[config.mk]
export PLATFORM = sky130hd
export DESIGN_NAME = mem_arbiter
export DESIGN_NICKNAME = d
export VERILOG_FILES = /design/src/rtl/mem_arbiter.sv
export SDC_FILE = /design/constraint.sdc
export NUM_CORES = 1
export LEC_CHECK = 0
export ABC_AREA = 1
export BUFFER_PORTS_ARGS = -buffer_cell sky130_fd_sc_hd__clkbuf_2
export CORE_ASPECT_RATIO = 0.5
export CORE_MARGIN = 2
export CORE_UTILIZATION = 51
export DETAILED_ROUTE_END_ITERATION = 7
export GPL_TIMING_DRIVEN = 1
export PLACE_DENSITY_LB_ADDON = 0.12
export SYNTH_ARGS = -nofsm -noshare
export SYNTH_HDL_FRONTEND = slang
export SYNTH_SLANG_ARGS = --single-unit
[constraint.sdc]
create_clock -name clock -period 3.4 [get_ports clock]
set_input_delay 0.17 -clock clock [delete_from_list [all_inputs] [get_ports clock]]
set_output_delay 0.17 -clock clock [all_outputs]
set_load 0.01 [all_outputs]
[src/rtl/mem_arbiter.sv]
// -----------------------------------------------------------------------------
// mem_arbiter
//
// Purpose:
//   Two-port arbiter and sequencer for the single-bus RAM of the cuca1 core.
//   Port 0 is the CPU, port 1 the loader/debug channel. One request is granted
//   at a time. The granted request then runs through a fixed four-state
//   sequence: IDLE -> ADDR -> DATA -> RESP. In ADDR the address is driven on
//   the shared bus. In DATA the write data is driven, or for a read the bus is
//   released and sampled. In RESP the bus stays released and the requester
//   gets a one-cycle completion pulse (with read data for reads).
//
// Configuration macro:
//   MEM_ARB_FIXED_PRIORITY_EN
//     undefined : round-robin arbitration using a 1-bit last-winner pointer.
//     defined   : port 0 always wins a contested arbitration, and no pointer
//                 is built. Port 1 can starve, which is acceptable while the
//                 CPU is halted for loading.
//
// Ports:
//   clock        system clock, all state updates on the rising edge
//   n_reset      synchronous active-low reset
//   req_valid    per-port request (bit i = port i)
//   req_rw       per-port direction, 1 = write
//   req_addr0/1  per-port address
//   req_wdata0/1 per-port write data
//   req_grant    one-hot grant pulse, combinational in IDLE
//   req_done     one-hot completion pulse during RESP
//   rdata        captured read data, valid while req_done is high
//   busy         high whenever the sequencer is not IDLE
//   mem_enable   RAM enable
//   mem_rw       RAM direction, 1 = write
//   mem_bus_out  value driven onto the shared RAM bus
//   mem_bus_oe   bus output enable (bus released when low)
//   mem_bus_in   RAM bus as seen by the arbiter
// -----------------------------------------------------------------------------
module mem_arbiter #(
    parameter int BITW = 8
) (
    input  logic            clock,
    input  logic            n_reset,
    input  logic [1:0]      req_valid,
    input  logic [1:0]      req_rw,
    input  logic [BITW-1:0] req_addr0,
    input  logic [BITW-1:0] req_addr1,
    input  logic [BITW-1:0] req_wdata0,
    input  logic [BITW-1:0] req_wdata1,
    output logic [1:0]      req_grant,
    output logic [1:0]      req_done,
    output logic [BITW-1:0] rdata,
    output logic            busy,
    output logic            mem_enable,
    output logic            mem_rw,
    output logic [BITW-1:0] mem_bus_out,
    output logic            mem_bus_oe,
    input  logic [BITW-1:0] mem_bus_in
);

    localparam logic [1:0] ST_IDLE = 2'd0;
    localparam logic [1:0] ST_ADDR = 2'd1;
    localparam logic [1:0] ST_DATA = 2'd2;
    localparam logic [1:0] ST_RESP = 2'd3;

    logic [1:0]      state_q,  state_d;
    logic            winner_q, winner_d;
    logic            rw_q,     rw_d;
    logic [BITW-1:0] addr_q,   addr_d;
    logic [BITW-1:0] wdata_q,  wdata_d;
    logic [BITW-1:0] rdata_q,  rdata_d;

    logic            winner;
    logic            grantFire;

`ifndef MEM_ARB_FIXED_PRIORITY_EN
    logic            lastWinner_q, lastWinner_d;
`endif

    // Pick the port that would win if a grant were issued this cycle.
    // In round-robin mode, a contested request goes to the port that did not
    // win last time. A single requester always wins.
`ifdef MEM_ARB_FIXED_PRIORITY_EN
    always_comb begin
        winner = req_valid[0] ? 1'b0 : 1'b1;
    end
`else
    always_comb begin
        if (req_valid == 2'b11) begin
            winner = ~lastWinner_q;
        end else begin
            winner = req_valid[1];
        end
    end
`endif

    // A grant happens only from IDLE, and only outside reset. Gating with
    // n_reset keeps req_grant low for as long as reset is held.
    assign grantFire = n_reset && (state_q == ST_IDLE) && (|req_valid);

    always_comb begin
        req_grant = 2'b00;
        if (grantFire) begin
            req_grant = winner ? 2'b10 : 2'b01;
        end
    end

    // Next-state logic. The request fields are copied into private registers
    // at grant time. This way a requester that changes or drops its inputs
    // after the grant does not disturb the transaction in flight.
    always_comb begin
        state_d  = state_q;
        winner_d = winner_q;
        rw_d     = rw_q;
        addr_d   = addr_q;
        wdata_d  = wdata_q;
        rdata_d  = rdata_q;
`ifndef MEM_ARB_FIXED_PRIORITY_EN
        lastWinner_d = lastWinner_q;
`endif
        case (state_q)
            ST_IDLE: begin
                if (|req_valid) begin
                    state_d  = ST_ADDR;
                    winner_d = winner;
                    rw_d     = req_rw[winner];
                    addr_d   = winner ? req_addr1  : req_addr0;
                    wdata_d  = winner ? req_wdata1 : req_wdata0;
`ifndef MEM_ARB_FIXED_PRIORITY_EN
                    lastWinner_d = winner;
`endif
                end
            end
            ST_ADDR: begin
                state_d = ST_DATA;
            end
            ST_DATA: begin
                // The RAM drives the bus during a read DATA cycle. The value
                // is sampled at the closing edge and held for RESP.
                if (!rw_q) begin
                    rdata_d = mem_bus_in;
                end
                state_d = ST_RESP;
            end
            ST_RESP: begin
                state_d = ST_IDLE;
            end
            default: begin
                state_d = ST_IDLE;
            end
        endcase
    end

    // State registers. Reset is synchronous, so a reset in the middle of a
    // transaction simply drops the sequencer back to IDLE at the next edge,
    // and no completion pulse is issued.
    always_ff @(posedge clock) begin
        if (!n_reset) begin
            state_q  <= ST_IDLE;
            winner_q <= 1'b0;
            rw_q     <= 1'b0;
            addr_q   <= '0;
            wdata_q  <= '0;
            rdata_q  <= '0;
        end else begin
            state_q  <= state_d;
            winner_q <= winner_d;
            rw_q     <= rw_d;
            addr_q   <= addr_d;
            wdata_q  <= wdata_d;
            rdata_q  <= rdata_d;
        end
    end

`ifndef MEM_ARB_FIXED_PRIORITY_EN
    // The pointer resets to port 1, so port 0 wins the first contested
    // arbitration after reset.
    always_ff @(posedge clock) begin
        if (!n_reset) begin
            lastWinner_q <= 1'b1;
        end else begin
            lastWinner_q <= lastWinner_d;
        end
    end
`endif

    // RAM-side outputs are decoded from registered state only, so there is no
    // path from req_* straight through to mem_*. The bus is released for the
    // whole read DATA cycle and all of RESP, which gives the RAM and the
    // arbiter a clean turnaround.
    always_comb begin
        mem_enable  = 1'b0;
        mem_rw      = 1'b0;
        mem_bus_oe  = 1'b0;
        mem_bus_out = '0;
        req_done    = 2'b00;
        case (state_q)
            ST_ADDR: begin
                mem_enable  = 1'b1;
                mem_rw      = rw_q;
                mem_bus_oe  = 1'b1;
                mem_bus_out = addr_q;
            end
            ST_DATA: begin
                mem_enable = 1'b1;
                mem_rw     = rw_q;
                if (rw_q) begin
                    mem_bus_oe  = 1'b1;
                    mem_bus_out = wdata_q;
                end
            end
            ST_RESP: begin
                req_done = winner_q ? 2'b10 : 2'b01;
            end
            default: begin
                mem_enable = 1'b0;
            end
        endcase
    end

    assign busy  = (state_q != ST_IDLE);
    assign rdata = rdata_q;

endmodule
==> flow_summary.json <==
{
  "status": "finished clean",
  "max_slew_margin_pct": 55.9,
  "multi_input_area_um2": 921,
  "grt_pass1_wl_mm": 6.44,
  "grt_max_degree": 38,
  "drive_above_1_share_pct": 24.3,
  "die_x_um": 85.4,
  "ios": 70,
  "ant_nets": 0,
  "initial_core_util_pct": 54.7,
  "tightestPinTransition_ns": 0.662,
  "maxCapViolations": 0,
  "drv_slew": 0,
  "area_growth_syn_to_layout_pct": 24.2,
  "drt-initial-drc-count": 45,
  "async_flop_share_pct": 0,
  "rows": 14,
  "endpoint_kind": "output port",
  "wl_per_cell_um": 10.7,
  "die-area_um2": 3810,
  "synthCells": 270,
  "finalNetCount": 384,
  "crit_path_start_kind": "register",
  "routabilityCongestion": 0.825,
  "top_layer_used": "met4",
  "grt_pass1_vias": 1541,
  "first_pass_iters": 4,
  "synth_warnings": 0,
  "path_clk_slew_ns": 0.06,
  "rsz0062_at_grt": "no",
  "arrival_ns": 1.80,
  "cts_resized": 0,
  "cts-hold-fix-buffers": 0,
  "cts_tree": "done",
  "fill_cells": 294,
  "die_h_um": 44.7,
  "place_ws_ns": 1.75,
  "fin_setup_tns_ns": 0,
  "fin_crit_ns": 1.97,
  "antenna_found_initial": 0,
  "synth-edff-count": 0,
  "ys_types": 23,
  "dp_hpwl_mm": 2.87,
  "fin_crit_sh_pct": 58.1,
  "cts_buffers": 5,
  "cts-root-buf": "clkbuf_8",
  "clk_latency_ns": 0.28,
  "avgSynthCellArea_um2": 6.25,
  "setup_ws_ns": 1.43,
  "cts_setup_buffers": 0,
  "synth_flop_cell": "dfxtp_1",
  "grt-ovfl-total": 0,
  "clockBufferDepth": 2,
  "portBuffers": 69,
  "report.final.setup_viol": 0,
  "synth_nets": 321,
  "powerDensity_nw_per_um2": 700,
  "synth-seq-area-share_pct": 34.4,
  "regArea_um2": 581,
  "finalClockSkew_ns": 0.00317,
  "max_freq_mhz": 506,
  "wl_mm": 4.00,
  "antenna_cells": 0,
  "h-tree-depth": 2,
  "p_leak_nw": 1.11,
  "layout_commonest_cell": "nand2_1",
  "final_util_pct": 68.0,
  "via_per_inst": 4.73,
  "coreArea_um2": 3080,
  "via_count": 1763,
  "dr_wl_met3_um": 259,
  "path_max_fanout": 9,
  "final_cell_mix": "nand2_1 (75), clkbuf_2 (69), nor2_1 (58), dfxtp_1 (29), inv_1 (25)",
  "syn_area_um2": 1690,
  "grtUsageTotal_pct": 21.8,
  "vdd_drop_max_v": 0.000379,
  "drc": 0,
  "ys_ff_latch": 29,
  "cp.required_ns": 3.23,
  "clock-sinks": 29,
  "hold_viol_final": 0,
  "hold_path.class": "in -> reg",
  "worstSetupPathType": "reg -> out",
  "wl_met1_mm": 1.88,
  "met2_length_mm": 1.84
}
report_power, final:
| part | internal, W | switching, W |
|---|---|---|
| clock network | 0.000160 | 0.000126 |
| registers | 0.000450 | 0.0000612 |
| logic | 0.000244 | 0.000424 |
| total | 0.000854 | 0.000612 |
cells in the mapped netlist, types with 2 or more instances:
cell type   n  share of area (%)
nand2_1    75                 17
nor2_1     58                 13
dfxtp_1    29                 34
inv_1      25                5.6
nand3_1    18                5.3
a21boi_1   13                5.8
o21ai_0    10                3.0
a21oi_1     9                2.7
buf_2       8                2.4
ha_1        5                3.7
a21boi_0    4                1.8
clkbuf_1    3               0.67
buf_6       2                1.3
clkinv_1    2               0.44
sequential cells by signal, indices dropped and copies added, names as in the netlist:
register      flops
addr_q            8
lastWinner_q      1
rdata             8
rw_q              1
state_q           2
wdata_q           8
winner_q          1
critical path, cell delays in order, from the launching register on:
cell      delay (ns)
dfxtp_1         0.38
inv_1           0.10
ha_1            0.36
clkinv_1        0.29
a21oi_1         0.23
clkbuf_2        0.16
layout make-up:
type / instances / area share (%)
Clock buffer: 7 / 4.12
Inverter: 28 / 5.01
Multi-Input combinational cell: 199 / 43.9
Sequential cell: 29 / 27.7
Tap cell: 40 / 2.39
Timing Repair Buffer: 70 / 16.8
metal layers:
| layer | track usage, % | up-vias |
|---|---|---|
| met4 | 5.71 | 0 |
| li1 | - | 953 |
| met3 | 6.16 | 2 |
| met2 | 40.5 | 51 |
| met5 | 0 | - |
| met1 | 25.5 | 757 |
cell families (layout without fill, tap and decap cells):
logic type      after synthesis  in the layout  share of synthesized area (%)
compound gates               37             37                           13.5
buf+inv                      42            105                           11.0
flops                        29             29                           34.4
simple gates                157            157                           37.4
fa+ha+maj                     5              5                           3.71
stage by stage:
stage                     instance area (um^2)  total power [W]  std cells  hold slack [ns]
after CTS                                 2100          0.00147        373            0.144
after floorplan                           1690          0.00100        270            0.337
final                                     2100          0.00147        373            0.141
after global placement                    2010          0.00116        366            0.421
after global routing                      2100          0.00159        373            0.166
after detailed placement                  2010          0.00118        366            0.427
worst paths after layout:
path                                              start                    end  slack [ns]  cells past startpoint
worst max-delay path            state_q[1]$_SDFFE_PN0P_         mem_bus_out[5]        1.43                      5
worst min-delay path                      mem_bus_in[7]  rdata[7]$_SDFFE_PN0P_        0.14                      3
worst max register to register  state_q[1]$_SDFFE_PN0P_      rw_q$_SDFFE_PN0P_        1.90                      7
worst min register to register    winner_q$_SDFFE_PN0P_  winner_q$_SDFFE_PN0P_        0.48                      2
(Power assumes the default switching activity.)
